[src/rtl/data_sram_arb_pkg.sv]
// -----------------------------------------------------------------------------
// data_sram_arb_pkg
//   Shared definitions for the data SRAM arbiter: read-owner encoding, the
//   width of one SRAM request bundle, and the priority FSM state type.
// -----------------------------------------------------------------------------
package data_sram_arb_pkg;

    // Owner of an outstanding read.
    localparam logic OWN_ES  = 1'b0;
    localparam logic OWN_DMA = 1'b1;

    // One SRAM request bundle: en + wen[3:0] + addr[31:0] + wdata[31:0].
    localparam int DSRAM_REQ_WD = 69;

    typedef enum logic {
        PRIO_ES  = 1'b0,
        PRIO_DMA = 1'b1
    } prio_state_t;

    typedef struct packed {
        logic        en;
        logic [3:0]  wen;
        logic [31:0] addr;
        logic [31:0] wdata;
    } dsram_req_t;

endpackage

[src/rtl/data_sram_arb_prio.sv]
// -----------------------------------------------------------------------------
// sram_arb_prio
//   Priority FSM plus starvation counter for the data SRAM arbiter. EXE wins
//   by default; after STARVE_MAX consecutive EXE grants taken while DMA was
//   waiting, DMA is given priority for one slot.
//
//   Ports:
//     clk, resetn        clock, synchronous active-low reset
//     es_req, dma_req    access requests from EXE and DMA
//     es_gnt, dma_gnt    combinational grants (at most one high, 0 in reset)
//
//   STARVE_MAX legal range is 1..15 (4-bit counter).
// -----------------------------------------------------------------------------
module sram_arb_prio
    import data_sram_arb_pkg::*;
#(
    parameter int STARVE_MAX = 4
) (
    input  logic clk,
    input  logic resetn,
    input  logic es_req,
    input  logic dma_req,
    output logic es_gnt,
    output logic dma_gnt
);

    localparam logic [3:0] STARVE_LAST = 4'(STARVE_MAX - 1);

    prio_state_t state, state_nxt;
    logic [3:0]  starve_cnt, starve_cnt_nxt;

    // NOTE: sequential state uses non-blocking assignments so every register
    // samples the pre-edge values; reset is synchronous, sampled on the edge.
    always_ff @(posedge clk) begin
        if (!resetn) begin
            state      <= PRIO_ES;
            starve_cnt <= '0;
        end else begin
            state      <= state_nxt;
            starve_cnt <= starve_cnt_nxt;
        end
    end

    // NOTE: every output of this block gets a default first, so no path
    // leaves a signal unassigned and no latch is inferred.
    always_comb begin
        es_gnt         = 1'b0;
        dma_gnt        = 1'b0;
        state_nxt      = state;
        starve_cnt_nxt = starve_cnt;

        if (resetn) begin
            case (state)
                PRIO_ES: begin
                    es_gnt  = es_req;
                    dma_gnt = dma_req && !es_req;
                    if (dma_gnt) begin
                        starve_cnt_nxt = '0;
                    end else if (es_gnt && dma_req) begin
                        // Saturate straight into a forced DMA slot; the
                        // counter therefore never wraps.
                        if (starve_cnt == STARVE_LAST) begin
                            state_nxt      = PRIO_DMA;
                            starve_cnt_nxt = '0;
                        end else begin
                            starve_cnt_nxt = starve_cnt + 4'd1;
                        end
                    end
                end
                PRIO_DMA: begin
                    dma_gnt = dma_req;
                    es_gnt  = es_req && !dma_req;
                    if (dma_gnt) begin
                        starve_cnt_nxt = '0;
                    end
                    // Served, or DMA withdrew its request: EXE regains priority.
                    if (dma_gnt || !dma_req) begin
                        state_nxt = PRIO_ES;
                    end
                end
                default: state_nxt = PRIO_ES;
            endcase
        end
    end

endmodule

[src/rtl/data_sram_arb.sv]
// -----------------------------------------------------------------------------
// data_sram_arb
//   Shares the single-port synchronous data SRAM between the EXE stage and a
//   DMA/debug port. One access per cycle; the granted requester's fields are
//   driven onto the SRAM pins, and the owner of each read is remembered so the
//   data returning one cycle later is flagged to the right requester.
//
//   Ports:
//     clk, resetn                       clock, synchronous active-low reset
//     es_req/wen/addr/wdata             EXE request (wen == 0 means read)
//     es_gnt, es_rvalid, es_rdata       EXE accept, read-return valid, data
//     dma_req/wen/addr/wdata            DMA request (wen == 0 means read)
//     dma_gnt, dma_rvalid, dma_rdata    DMA accept, read-return valid, data
//     data_sram_en/wen/addr/wdata       SRAM request pins
//     data_sram_rdata                   SRAM read data, one cycle after read
// -----------------------------------------------------------------------------
module data_sram_arb
    import data_sram_arb_pkg::*;
#(
    parameter int STARVE_MAX = 4
) (
    input  logic        clk,
    input  logic        resetn,

    input  logic        es_req,
    input  logic [3:0]  es_wen,
    input  logic [31:0] es_addr,
    input  logic [31:0] es_wdata,
    output logic        es_gnt,
    output logic        es_rvalid,
    output logic [31:0] es_rdata,

    input  logic        dma_req,
    input  logic [3:0]  dma_wen,
    input  logic [31:0] dma_addr,
    input  logic [31:0] dma_wdata,
    output logic        dma_gnt,
    output logic        dma_rvalid,
    output logic [31:0] dma_rdata,

    output logic        data_sram_en,
    output logic [3:0]  data_sram_wen,
    output logic [31:0] data_sram_addr,
    output logic [31:0] data_sram_wdata,
    input  logic [31:0] data_sram_rdata
);

    dsram_req_t              sel_req;
    logic [DSRAM_REQ_WD-1:0] sram_bus;
    logic                    rd_pend;
    logic                    rd_owner;

    // Grants are already forced low during reset inside the FSM.
    sram_arb_prio #(
        .STARVE_MAX (STARVE_MAX)
    ) u_prio (
        .clk     (clk),
        .resetn  (resetn),
        .es_req  (es_req),
        .dma_req (dma_req),
        .es_gnt  (es_gnt),
        .dma_gnt (dma_gnt)
    );

    // Idle cycles drive an all-zero request so the pins never float stale
    // write data or a stale address.
    always_comb begin
        sel_req = '0;
        if (es_gnt) begin
            sel_req = '{en: 1'b1, wen: es_wen, addr: es_addr, wdata: es_wdata};
        end else if (dma_gnt) begin
            sel_req = '{en: 1'b1, wen: dma_wen, addr: dma_addr, wdata: dma_wdata};
        end
    end

    assign sram_bus = sel_req;
    assign {data_sram_en, data_sram_wen, data_sram_addr, data_sram_wdata} = sram_bus;

    // Any cycle without an accepted read clears rd_pend, so writes and idle
    // cycles never raise rvalid on the following cycle.
    always_ff @(posedge clk) begin
        if (!resetn) begin
            rd_pend  <= 1'b0;
            rd_owner <= OWN_ES;
        end else begin
            rd_pend <= sel_req.en && (sel_req.wen == 4'h0);
            if (sel_req.en && (sel_req.wen == 4'h0)) begin
                rd_owner <= dma_gnt ? OWN_DMA : OWN_ES;
            end
        end
    end

    assign es_rvalid  = resetn && rd_pend && (rd_owner == OWN_ES);
    assign dma_rvalid = resetn && rd_pend && (rd_owner == OWN_DMA);

    // Both requesters see the raw SRAM data; rvalid says whose it is.
    assign es_rdata  = data_sram_rdata;
    assign dma_rdata = data_sram_rdata;

endmodule

[config.mk]
export PLATFORM = sky130hd
export DESIGN_NAME = data_sram_arb
export DESIGN_NICKNAME = d
export VERILOG_FILES = /design/src/rtl/data_sram_arb_pkg.sv /design/src/rtl/data_sram_arb_prio.sv /design/src/rtl/data_sram_arb.sv
export SDC_FILE = /design/constraint.sdc
export NUM_CORES = 1
export LEC_CHECK = 0
export CAP_MARGIN = 20
export CORE_AREA = 2 2 120 122
export DETAILED_ROUTE_END_ITERATION = 6
export DIE_AREA = 0 0 122 124
export PLACE_DENSITY_LB_ADDON = 0.3
export SETUP_SLACK_MARGIN = 0.2
export SLEW_MARGIN = 20
export SYNTH_ARGS = -nofsm -noshare
export SYNTH_HDL_FRONTEND = slang
export SYNTH_HIERARCHICAL = 1
export SYNTH_SLANG_ARGS = --single-unit
[constraint.sdc]
create_clock -name clk -period 2.5 [get_ports clk]
set_input_delay 0.25 -clock clk [delete_from_list [all_inputs] [get_ports clk]]
set_output_delay 0.25 -clock clk [all_outputs]
set_load 0.02 [all_outputs]
# After elaboration in Yosys (flattened, before gate mapping)
# Cells that the tools add are included.
dict set report classes {
  reduce_logical 11
  mux 16
  n_eq_ne 3
  bitwise 2
  addsub 1
}
# operator count
set op_table {}
lappend op_table {{69-bit two-way mux} 2}
lappend op_table {{4-bit two-way mux} 4}
lappend op_table {{4-bit one-hot mux with 2 select lines} 1}
lappend op_table {{1-bit logical AND} 7}
lappend op_table {{1-bit two-way mux} 6}
lappend op_table {{1-bit one-hot mux with 2 select lines} 3}
lappend op_table {{4-bit by 1-bit adder with 4-bit output (second input constant)} 1}
lappend op_table {{4-bit by 2-bit == test with 1-bit output (second input constant)} 1}
lappend op_table {{4-bit logical NOT} 1}
lappend op_table {{3-bit by 1-bit != test with 1-bit output (second input constant)} 1}
lappend op_table {{1-bit logical NOT} 2}
lappend op_table {{2-bit != test (second input constant)} 1}
lappend op_table {{1-bit NOT} 2}
lappend op_table {{2-bit AND reduction} 1}
dict set report totals {
  out_inout_bits 137
  regBits 7
  word_cells 37
  inputBits 172
}

# Longest topological paths before layout
dict set report logic_depth {
  word_depth 8
  depth_mapped 7
  depth_no_buf 6
}

# By module
# Netlist, hierarchy kept.
# mod area_per_inst_um2 seq_area_each_um2 n_inst cells_per_inst
set modules_own_cells {}
lappend modules_own_cells {data_sram_arb 1310.0 40.0 1 167}
lappend modules_own_cells {sram_arb_prio 269.0 100.1 1 29}

# Worst setup path before layout
# OpenSTA, ideal clock, no wires.
dict set report synth_path {
  kind {flip-flop to output port}
  startpoint {register u_prio.state}
  endpoint {output data_sram_addr[0]}
  path_buffers 2
  required_time_ns 2.250
  path_stages_with_launch 6
  path_slack_ns 0.699
  arrival_ns 1.551
  path_cell_list {dfxtp_1 -> a21oi_1 -> and2b_1 -> buf_4 -> buf_6 -> a22o_1}
}
dict set report synth_between {
  elab_cells_between_ends 7
  classes_between {6 x mux; 1 x bitwise}
}
# element line
set synth_lines {}
lappend synth_lines {{from (decl)} data_sram_arb_prio.sv:29} ;# prio_state_t state, state_nxt;
lappend synth_lines {{from (signal assigned)} data_sram_arb_prio.sv:39} ;# state <= state_nxt;
lappend synth_lines {{1-bit NOT} data_sram_arb_prio.sv:53} ;# case (state)
lappend synth_lines {{1-bit one-hot mux with 2 select lines *} data_sram_arb_prio.sv:53}
lappend synth_lines {{1-bit two-way mux *} data_sram_arb_prio.sv:52} ;# if (resetn) begin
lappend synth_lines {{named net es_gnt} data_sram_arb.sv:29} ;# output logic es_gnt,
lappend synth_lines {{69-bit two-way mux *} data_sram_arb.sv:69} ;# if (es_gnt) begin
lappend synth_lines {{to (decl)} data_sram_arb.sv:43} ;# output logic [31:0] data_sram_addr,
# The timed path passes the listed nets; every way through them passes the cells marked *.

# Worst setup path after layout
dict set report layout_path {
  startpoint {input es_req}
  endpoint {output data_sram_addr[29]}
}
dict set report layout_between {
  elab_chain_len 6
  elab_cells_between_ends 9
  classes_between {6 x mux; 3 x reduce/logical}
}
# element line
set layout_lines {}
lappend layout_lines {{from (decl)} data_sram_arb.sv:25} ;# input logic es_req,
lappend layout_lines {{1-bit logical NOT} data_sram_arb_prio.sv:56} ;# dma_gnt = dma_req && !es_req;
lappend layout_lines {{1-bit logical AND} data_sram_arb_prio.sv:56}
lappend layout_lines {{1-bit one-hot mux with 2 select lines} data_sram_arb_prio.sv:53}
lappend layout_lines {{1-bit two-way mux} data_sram_arb_prio.sv:52}
lappend layout_lines {{69-bit two-way mux} data_sram_arb.sv:71} ;# end else if (dma_gnt) begin
lappend layout_lines {{69-bit two-way mux *} data_sram_arb.sv:69}
# Every way passes the cells marked *; elsewhere a longest branch is shown, timed or not.

==> results.md <==
* Status: finished, final reports clean
* R2r setup slk at 1.01 ns
* Seq/Total Area, Yosys at 8.875%
* Final WS setup at 0.2800 ns
* Worst-case hold path end point: rd_owner
* Post-CTS Setup Inserts at 0
* Final HPWL DP at 7162 um
* Final Util at 25.33%
* Pwr per Cell Area at 265.4 nW/um2
* Setup TNS at 0 ns
* Synth warn at 6
* Critical R2R Launch: u_prio/state
* Worst-path clk slew at 0.03 ns
* RSZ-0062 raised after global routing: false
* Synth Net Count at 369
* Crit path max fanout at 42
* #FFs+latches synth at 7
* Via Count at 2042
* Met3 Usage GRT at 3.617%
* Rel. slew slack at 77.25%
* Setup CP Type: input pin to output pin
* GRT Max-Usage Layer: met2
* Synth area leader: a22o_1
* Crit path max-delay family: buffers and inverters
* Total grt overflow at 0
* Initial antenna violation count at 1
* Die X at 122 um
* Starting Density at 11.51%
* Syn Std Cell Area at 1579 um2
* Die Y at 124 um
* Hold-fix buffers, CTS at 0
* Final Setup Violations at 0
* CP peak stage delay at 0.50 ns
* Clock tree buffer depth at 2
* Clock Sinks at 7
* Synth unique cells at 33
* H-tree levels at 1
* Most common cell after layout, fill and taps aside: clkdlybuf4s50_1
* CTS tree: done
* Fin crit period at 2.220 ns
* Later-pin clock latency in the skew report at 0.23 ns
* Tot Pwr at 922.2 uW
* Synth Area per Inst at 8.056 um2
* VDD IR max at 0.2753 mV
* Inserted Diodes at 0
* Routed wire per std cell at 15.85 um
* Final Slew Violations at 0
* Most frequent cells in the layout: 143 x clkdlybuf4s50_1, 66 x a22o_1, 33 x clkdlybuf4s15_1, 26 x dlygate4sd2_1, 9 x clkbuf_2
* Crit path required time at 2.25 ns
* Gr usage total at 9.732%
* Initial DRC count at 47
* CTS root buf: clkbuf_16
* Die area at 15130 um2
* Critical path cell sequence: clkdlybuf4s50_1 > nand2_1 > a21oi_4 > and2b_2 > buf_12 > a22o_1 > dlygate4sd2_1
* Final net count at 517
* Largest net degree at the start of global routing at 43
* First-pass GRT wire length at 11490 um
* Vias/cell at 3.904
* Vias in the first global route at 2101
* Gpl congestion at 0.7262
* Largest cells by area after synthesis: a22o_1 37%, buf_4 31%, dfxtp_1 8.9%
* Crit end category: output pin
* HP Start: rd_owner
* Synthesis-to-finish area growth at 120.0%
* TritonRoute pass-1 iters at 4
* Yosys top cell area share at 36.61%
* Cts bufs inserted at 3
* Post-Layout Inst Area at 3475 um2
* Crit path buf inv count at 3
* WP data arrival at 1.97 ns
* Post-Route WL at 8287 um
* Setup WS pre-CTS at -0.002931 ns
* Tcrit/Tclk final at 88.80%
* Layout Skew at 0.003376 ns
* FILL cells at 1540
* IO Pins at 309
* Row cnt at 43
* Leakage at 0.001455 uW
* GRT met1 Usage at 10.58%
* Multi-input combinational cell area at 867.1 um2
* Core area at 13720 um2
* # DRC at 0
* Gate Count Post-Synth at 196
* Element type at the critical path start: input pin
* Slew @ Worst Pin at 0.3396 ns
* Peak Freq at 450.4 MHz
* Worst hold stages at 2
* Final ANT Viol Nets at 0
* Max Cap Violations at 0
* Met2 Use GR at 18.05%
* Placed Area at 3471 um2
* Port Buf Inserts at 212
* Slowest-stage cell, CP: clkdlybuf4s50_1
* Layout cell share with drive strength beyond 1 at 8.163%
* R2r endpoint: rd_owner
* Reg2Reg Depth at 7
* Final Hold Viols at 0
* Register cell area after layout at 140.1 um2
* HP Class: flop to flop
[worst min-delay path, delay by kind of cell (launching register included)]
| kind | cells | cell delay (ns) |
|---|---|---|
| simple gates | 1 | 0.06 |
| flops | 1 | 0.31 |
| mux | 1 | 0.06 |
[layer usage]
| layer | vias to the layer above | wire (um) |
|---|---|---|
| met5 | - | 13 |
| met4 | 2 | 81 |
| met3 | 15 | 1085 |
| met2 | 160 | 4146 |
| met1 | 899 | 2959 |
| li1 | 966 | - |
[through the flow]
stage | hold WS (ns) | std cells
final | 0.4893 | 523
after detailed placement | 0.4844 | 519
after floorplan | 0.3677 | 196
after global routing | 0.5000 | 523
after CTS | 0.4946 | 523
after global placement | 0.4613 | 519
[final cells by class]
cell class                 instances  share of cell area [%]
timing repair buffer             222                   62.15
multi-input combinational        109                   24.96
tap                              180                   6.482
clock buffer                       4                   2.269
sequential                         7                   4.033
inverter                           1                  0.1080
[state kept, by name (all words and copies together) (netlist names)]
name               count
u_prio/starve_cnt      4
rd_owner               1
u_prio/state           1
rd_pend                1
[repair_timing]
action / CTS / global route
resized for setup: 68 / 52
cloned: 0 / 0
endpoints found under the setup margin: 68 / 43
endpoints found under the hold margin: 0 / 0
[power by group]
part	internal, uW	leakage [uW]	switching [uW]
combinational	321	0.00136	209
sequential	114	0.0000566	1.33
clock	212	0.0000382	64.1
total	647	0.00146	275
[synthesized netlist by cell type, drive strengths merged]
cell type,count
and2b,2
nand2,8
o21ai,3
nor2b,3
and3,3
a22o,66
nand3,2
nand3b,1
clkbuf,7
a21boi,1
nor3b,1
dfxtp,7
o31a,1
mux2i,1
or2,1
nand4b,1
nor2,2
nor3,2
a31o,1
buf,72
o21a,1
and4,1
a31oi,1
a21oi,1
ha,1
nor4,2
inv,1
nand2b,3
[kinds of logic (layout without fill, tap and decap cells)]
kind of cell,after synthesis,after routing,share of synthesized area (%)
buffers and inverters,80,227,37.00
multiplexers,1,1,0.6339
adder cells (fa/ha/maj),1,1,0.7923
AND/OR/NAND/NOR,32,32,12.36
flip-flops,7,7,8.875
AO/OA/AOI/OAI,75,75,40.33
[worst max path at each step]
stage                 startpoint                 end  slack [ns]  cells after the start
floorplan           u_prio/state   data_sram_addr[0]        0.70                      5
global placement         dma_req   data_sram_addr[7]        0.02                      6
detailed placement       dma_req   data_sram_addr[7]      -0.003                      6
CTS                       es_req        data_sram_en        0.20                      7
global route              resetn  data_sram_addr[23]        0.20                      7
finish                    es_req  data_sram_addr[29]        0.28                      7
Note: power is estimated with default switching activity, not from simulation.
